`config.mk`:
```
export PLATFORM = sky130hd
export DESIGN_NAME = rr_mux_arbiter_flat
export DESIGN_NICKNAME = d
export VERILOG_FILES = /design/src/rtl/rr_mux_arbiter_pkg.sv /design/src/rtl/rr_mux_arbiter_if.sv /design/src/rtl/rr_mux_arbiter_pick.sv /design/src/rtl/rr_mux_arbiter.sv /design/src/flat_wrapper.sv
export SDC_FILE = /design/constraint.sdc
export NUM_CORES = 1
export LEC_CHECK = 0
export BUFFER_PORTS_ARGS = -buffer_cell sky130_fd_sc_hd__buf_2
export CAP_MARGIN = 20
export CORE_MARGIN = 3
export CORE_UTILIZATION = 42
export CTS_CLUSTER_DIAMETER = 150
export DETAILED_ROUTE_END_ITERATION = 12
export HOLD_SLACK_MARGIN = 0.03
export MAX_ROUTING_LAYER = met4
export PLACE_DENSITY_LB_ADDON = 0.2
export SLEW_MARGIN = 5
export SYNTH_ARGS = -nofsm -noshare
export SYNTH_HDL_FRONTEND = slang
export SYNTH_SLANG_ARGS = --single-unit
```
`constraint.sdc`:
```
create_clock -name clk -period 6.5 [get_ports clk]
set_clock_uncertainty 0.15 [all_clocks]
set_input_delay 0.975 -clock clk [delete_from_list [all_inputs] [get_ports clk]]
set_output_delay 0.975 -clock clk [all_outputs]
set_load 0.02 [all_outputs]
```
`src/rtl/rr_mux_arbiter_pkg.sv`:
```
// rr_mux_arbiter_pkg: shared state encoding and width helpers for the round-robin mux arbiter
package rr_mux_arbiter_pkg;
  typedef enum logic {IDLE, GRANT} state_t;
  function automatic int idx_w(input int n);
    return (n > 1) ? $clog2(n) : 1;
  endfunction
  function automatic int cnt_w(input int t);
    return (t > 2) ? $clog2(t) : 1;
  endfunction
endpackage

```
`src/rtl/rr_mux_arbiter_if.sv`:
```
// rr_mux_arbiter_if: requester bundle plus shared output channel; slave is the arbiter side
interface rr_mux_arbiter_if #(parameter int NUM_REQ = 4, parameter int DATA_W = 8);
  logic [NUM_REQ-1:0]        req;
  logic [NUM_REQ*DATA_W-1:0] data;
  logic [NUM_REQ-1:0]        gnt;
  logic                      out_valid;
  logic [DATA_W-1:0]         out_data;
  logic                      out_ready;
  logic                      timeout;
  modport master (output req, data, out_ready, input gnt, out_valid, out_data, timeout);
  modport slave (input req, data, out_ready, output gnt, out_valid, out_data, timeout);
endinterface

```
`src/rtl/rr_mux_arbiter_pick.sv`:
```
// rr_priority_pick: first set request at or after ptr, wrapping modulo NUM_REQ
module rr_priority_pick import rr_mux_arbiter_pkg::*; #(
  parameter int NUM_REQ = 4,
  localparam int IW = idx_w(NUM_REQ)
) (
  input  logic [NUM_REQ-1:0] req,
  input  logic [IW-1:0]      ptr,
  output logic               found,
  output logic [IW-1:0]      idx
);
  logic [IW-1:0] c;
  // scan from the farthest offset down so the closest set bit after ptr wins last
  always_comb begin
    idx = '0;
    c = '0;
    for (int i = NUM_REQ - 1; i >= 0; i--) begin
      c = IW'((int'(ptr) + i) % NUM_REQ);
      if (req[c]) idx = c;
    end
  end
  assign found = |req;
endmodule

```
`src/rtl/rr_mux_arbiter.sv`:
```
// rr_mux_arbiter: round-robin arbiter owning a registered-select N:1 mux; RR_MUX_ARBITER_TIMEOUT_EN adds stall timeout
module rr_mux_arbiter import rr_mux_arbiter_pkg::*; #(
  parameter int NUM_REQ = 4,
  parameter int DATA_W = 8,
  parameter int TIMEOUT_CYCLES = 16
) (
  input logic clk,
  input logic reset,
  rr_mux_arbiter_if.slave bus
);
  localparam int IW = idx_w(NUM_REQ);
  state_t state, state_n;
  logic [IW-1:0] g, g_n, ptr, ptr_n, g_inc, pick_ptr, win;
  logic found, xfer;
`ifdef RR_MUX_ARBITER_TIMEOUT_EN
  localparam int CW = cnt_w(TIMEOUT_CYCLES);
  logic [CW-1:0] cnt, cnt_n;
  logic to_q, to_n;
`endif
  assign g_inc = (g == IW'(NUM_REQ - 1)) ? '0 : g + 1'b1;
  assign xfer = (state == GRANT) && bus.out_ready;
  assign pick_ptr = xfer ? g_inc : ptr;
  rr_priority_pick #(.NUM_REQ(NUM_REQ)) u_pick (
    .req(bus.req), .ptr(pick_ptr), .found(found), .idx(win)
  );
  // state, held select and priority pointer
  always_ff @(posedge clk or posedge reset)
    if (reset) begin
      state <= IDLE;
      g <= '0;
      ptr <= '0;
`ifdef RR_MUX_ARBITER_TIMEOUT_EN
      cnt <= '0;
      to_q <= 1'b0;
`endif
    end else begin
      state <= state_n;
      g <= g_n;
      ptr <= ptr_n;
`ifdef RR_MUX_ARBITER_TIMEOUT_EN
      cnt <= cnt_n;
      to_q <= to_n;
`endif
    end
  // arbitration, transfer rotation and withdrawal (withdrawal beats re-arbitration)
  always_comb begin
    state_n = state;
    g_n = g;
    ptr_n = ptr;
`ifdef RR_MUX_ARBITER_TIMEOUT_EN
    cnt_n = cnt;
    to_n = 1'b0;
`endif
    if (state == IDLE) begin
      state_n = found ? GRANT : IDLE;
      g_n = found ? win : g;
`ifdef RR_MUX_ARBITER_TIMEOUT_EN
      cnt_n = '0;
`endif
    end else if (xfer) begin
      ptr_n = g_inc;
      state_n = found ? GRANT : IDLE;
      g_n = found ? win : g;
`ifdef RR_MUX_ARBITER_TIMEOUT_EN
      cnt_n = '0;
`endif
    end else if (!bus.req[g]) begin
      state_n = IDLE;
`ifdef RR_MUX_ARBITER_TIMEOUT_EN
    end else if (cnt == CW'(TIMEOUT_CYCLES - 1)) begin
      state_n = IDLE;
      ptr_n = g_inc;
      to_n = 1'b1;
    end else begin
      cnt_n = cnt + 1'b1;
`endif
    end
  end
  // grant decode and output mux driven from the registered select
  always_comb begin
    bus.gnt = '0;
    if (state == GRANT) bus.gnt[g] = 1'b1;
    bus.out_valid = (state == GRANT);
    bus.out_data = bus.out_valid ? bus.data[g*DATA_W +: DATA_W] : '0;
  end
`ifdef RR_MUX_ARBITER_TIMEOUT_EN
  assign bus.timeout = to_q;
`else
  assign bus.timeout = 1'b0;
`endif
endmodule
```
`src/flat_wrapper.sv`:
```
// flat-port wrapper written by rule: the top's interface ports become plain ports
module rr_mux_arbiter_flat import rr_mux_arbiter_pkg::*;
#(
  parameter int NUM_REQ = 4,
  parameter int DATA_W = 8,
  parameter int TIMEOUT_CYCLES = 16
)
  (clk, reset, bus_req, bus_data, bus_out_ready, bus_gnt, bus_out_valid, bus_out_data, bus_timeout);
  rr_mux_arbiter_if #(.NUM_REQ(NUM_REQ), .DATA_W(DATA_W)) bus_i ();
  input logic clk;
  input logic reset;
  input wire logic [$bits(bus_i.req)-1:0] bus_req;
  input wire logic [$bits(bus_i.data)-1:0] bus_data;
  input wire logic [$bits(bus_i.out_ready)-1:0] bus_out_ready;
  output wire logic [$bits(bus_i.gnt)-1:0] bus_gnt;
  output wire logic [$bits(bus_i.out_valid)-1:0] bus_out_valid;
  output wire logic [$bits(bus_i.out_data)-1:0] bus_out_data;
  output wire logic [$bits(bus_i.timeout)-1:0] bus_timeout;
  assign bus_i.req = bus_req;
  assign bus_i.data = bus_data;
  assign bus_i.out_ready = bus_out_ready;
  assign bus_gnt = bus_i.gnt;
  assign bus_out_valid = bus_i.out_valid;
  assign bus_out_data = bus_i.out_data;
  assign bus_timeout = bus_i.timeout;
  rr_mux_arbiter #(.NUM_REQ(NUM_REQ), .DATA_W(DATA_W), .TIMEOUT_CYCLES(TIMEOUT_CYCLES)) u_core (.clk(clk), .reset(reset), .bus(bus_i));
endmodule
```
==> results.cfg <==
[power]
combPwrFrac_pct = 66.6
clockPowerShare_pct = 10.0
p_seq_share_pct = 23.3
p_sw_w = 0.000164
worst_ir_drop_vdd_mv = 0.333
power_w = 0.000357
power.density_mw_per_mm2 = 378
p_int_w = 0.000192
netSwitchingFraction_pct = 46.0
power_leakage_nw = 0.495

[logic_synthesis]
synth_area_um2 = 674
synth_area_leaders = mux4_2 30%, dfrtp_1 19%, and2_1 11%
synth-compound-area-share_pct = 15.2
synth_top_area_share_pct = 30.1
synth-seq-cells = 5
postSynthCellCount = 63
yosys.area_share.simple_pct = 19.1
synth.distinct_cells = 27
avgSynthCellArea_um2 = 10.7
synth_top_family_by_area = multiplexers
synthesis.nets = 106
synth_fa_ha_area_share_pct = 7.42
synth_xor_area_share_pct = 0
yosysSeqAreaShare_pct = 18.6
muxShareOfSynthArea_pct = 31.5
yosys_warnings = 0
synth.largest_area_cell = mux4_2

[die]
coreArea_mm2 = 0.00140
die_w_um = 46.1
io_pins = 53
start_util_pct = 48.2
die_y_um = 46.1
row_count = 13
die_area_mm2 = 0.00212

[sta]
fin_crit_sh_pct = 47.0
final_max_slew_viol_count = 0
setup_viol = 0
fmax_mhz = 327
finalSetupTns_ps = 0
finalCriticalPeriod_ps = 3060
worst_slack_ps = 3440
final-hold-violation-count = 0
worstMarginPinSlew_ps = 728
rsz0062_at_grt = false
slew-limit-headroom_pct = 50.8

[clocking]
clock_path_buffers = 2
htree_levels = 1
post_cts_resized = 0
cts_hold_buf = 0
cts_tree = done
numCtsBuffers = 3
root_buffer = clkbuf_4
clock-sinks = 5
post_cts_buffers = 0
clk_pin_slew_ps = 40
clk_latency_ps = 240

[setup_path]
critPathRequiredTime_ps = 5370
endpoint = bus_out_data[3]
worstSetupPathType = flip-flop to output port
r2r-end = u_core.g[0]
reg2reg_depth = 6
cp_data_arrival_time_ps = 1930
crit_fanout = 14
crit_start = u_core.g[0]
rr_startpoint = u_core.g[0]
r2r_slack_ps = 3930
critPathCaptureType = output port
crit_path_start_kind = flip-flop

[placed_design]
place.gp.congestion = 0.773
dp_cells = 124
pre_cts_ws_ps = 3520
io_buffers = 51
place_hpwl_um = 1460

[grt]
grt_use_total_pct = 16.4
antenna_found_initial = 0
grt_pass1_vias = 607
grt-ovfl-total = 0
grt_pass1_wl_um = 2460
grt_max_degree = 18

[worst_hold_path]
hp-class = flip-flop to flip-flop

[drt]
drc = 0
routed_wl_um = 1740
drtIter0Drc = 2
antenna_left = 0
wl_per_cell_um = 13.6
via_count = 663
routed_via_density = 5.18
dr.pass1.iters = 4

[finish]
final_cells = 128
drive_above_1_share_pct = 59.3
layout_commonest_cell = buf_2
n_fill_cell = 131
area_delta_synth_final_pct = 39.7
layout_common_cells = 51 x buf_2, 12 x and2_1, 9 x mux4_2
diodes = 0
final_net_count = 157
final_util_pct = 67.4

[run]
max-cap-violations = 0

[status]
status = finished clean
-- cell type report --
type                    instances  area (um2)  area share [%]
flip-flops and latches          5         125            13.3
inverters                       5        18.8            1.99
multi-input cells              48         498            52.9
well taps                      15        18.8            1.99
clock buffers                   4        26.3            2.79
repair buffers                 51         255            27.1
-- synth_stat cells (all sizes together) --
master,number
and2,12
mux4,9
dfrtp,5
inv,5
buf,4
ha,4
nand2,3
o21ai,3
and3,2
o21a,2
o41ai,2
a21boi,1
clkbuf,1
conb,1
mux2i,1
nand2b,1
nor2,1
o211a,1
o211ai,1
o22ai,1
o311ai,1
or2,1
or2b,1
-- how the worst min path moves through the flow --
stage	start	to	slack, ps	cells past startpoint
final	u_core.ptr[0]	u_core.ptr[0]	440	2
after global routing	reset	u_core.ptr[1]	470	2
after CTS	u_core.ptr[0]	u_core.ptr[0]	440	2
after detailed placement	u_core.ptr[0]	u_core.ptr[0]	430	2
after global placement	u_core.ptr[0]	u_core.ptr[0]	420	2
after floorplan	u_core.ptr[0]	u_core.ptr[0]	360	2
-- sequential cells by signal, indices dropped and copies added, names as in the netlist --
signal                cells
u_core.g                  2
u_core.ptr                2
u_core.bus.out_valid      1
-- critical path: stages, from the launching register on --
cell,delay (ps)
dfrtp_1,780
mux4_2,590
and2_1,160
buf_2,150
-- per-stage QoR --
| step | cell area, um2 | hold slack (ps) |
|---|---|---|
| 2_1_floorplan | 674 | 360 |
| 3_3_place_gp | 916 | 418 |
| 3_5_place_dp | 916 | 428 |
| 4_1_cts | 942 | 438 |
| 5_1_grt | 942 | 471 |
| 6_report | 942 | 444 |
-- cells by family (layout without fill, tap and decap cells) --
| kind of cell | count (synthesis) | count (layout) |
|---|---|---|
| AOI/OAI and AO/OA | 12 | 12 |
| adders and majority gates | 4 | 4 |
| buffers and inverters | 10 | 60 |
| DFF | 5 | 5 |
| muxes | 10 | 10 |
| other | 1 | 1 |
| and+or+nand+nor | 21 | 21 |
-- routing by layer --
metal / track usage (%) / vias to the layer above / part of all wire, %
li1: - / 330 / -
met1: 17.8 / 310 / 35
met2: 29.9 / 23 / 57
met3: 3.91 / 0 / 8.1
met4: 3.41 / 0 / 0
met5: - / - / 0
-- power by group through the flow --
stage / registers (W) / clock network (W) / logic [W]
finish: 0.0000832 / 0.0000358 / 0.000238
global route: 0.0000887 / 0.0000408 / 0.000257
CTS: 0.0000844 / 0.0000363 / 0.000241
detailed placement: 0.0000846 / 0 / 0.000240
global placement: 0.0000847 / 0 / 0.000231
floorplan: 0.0000564 / 0 / 0.000210
No activity file was read; power rests on OpenSTA's default activity.
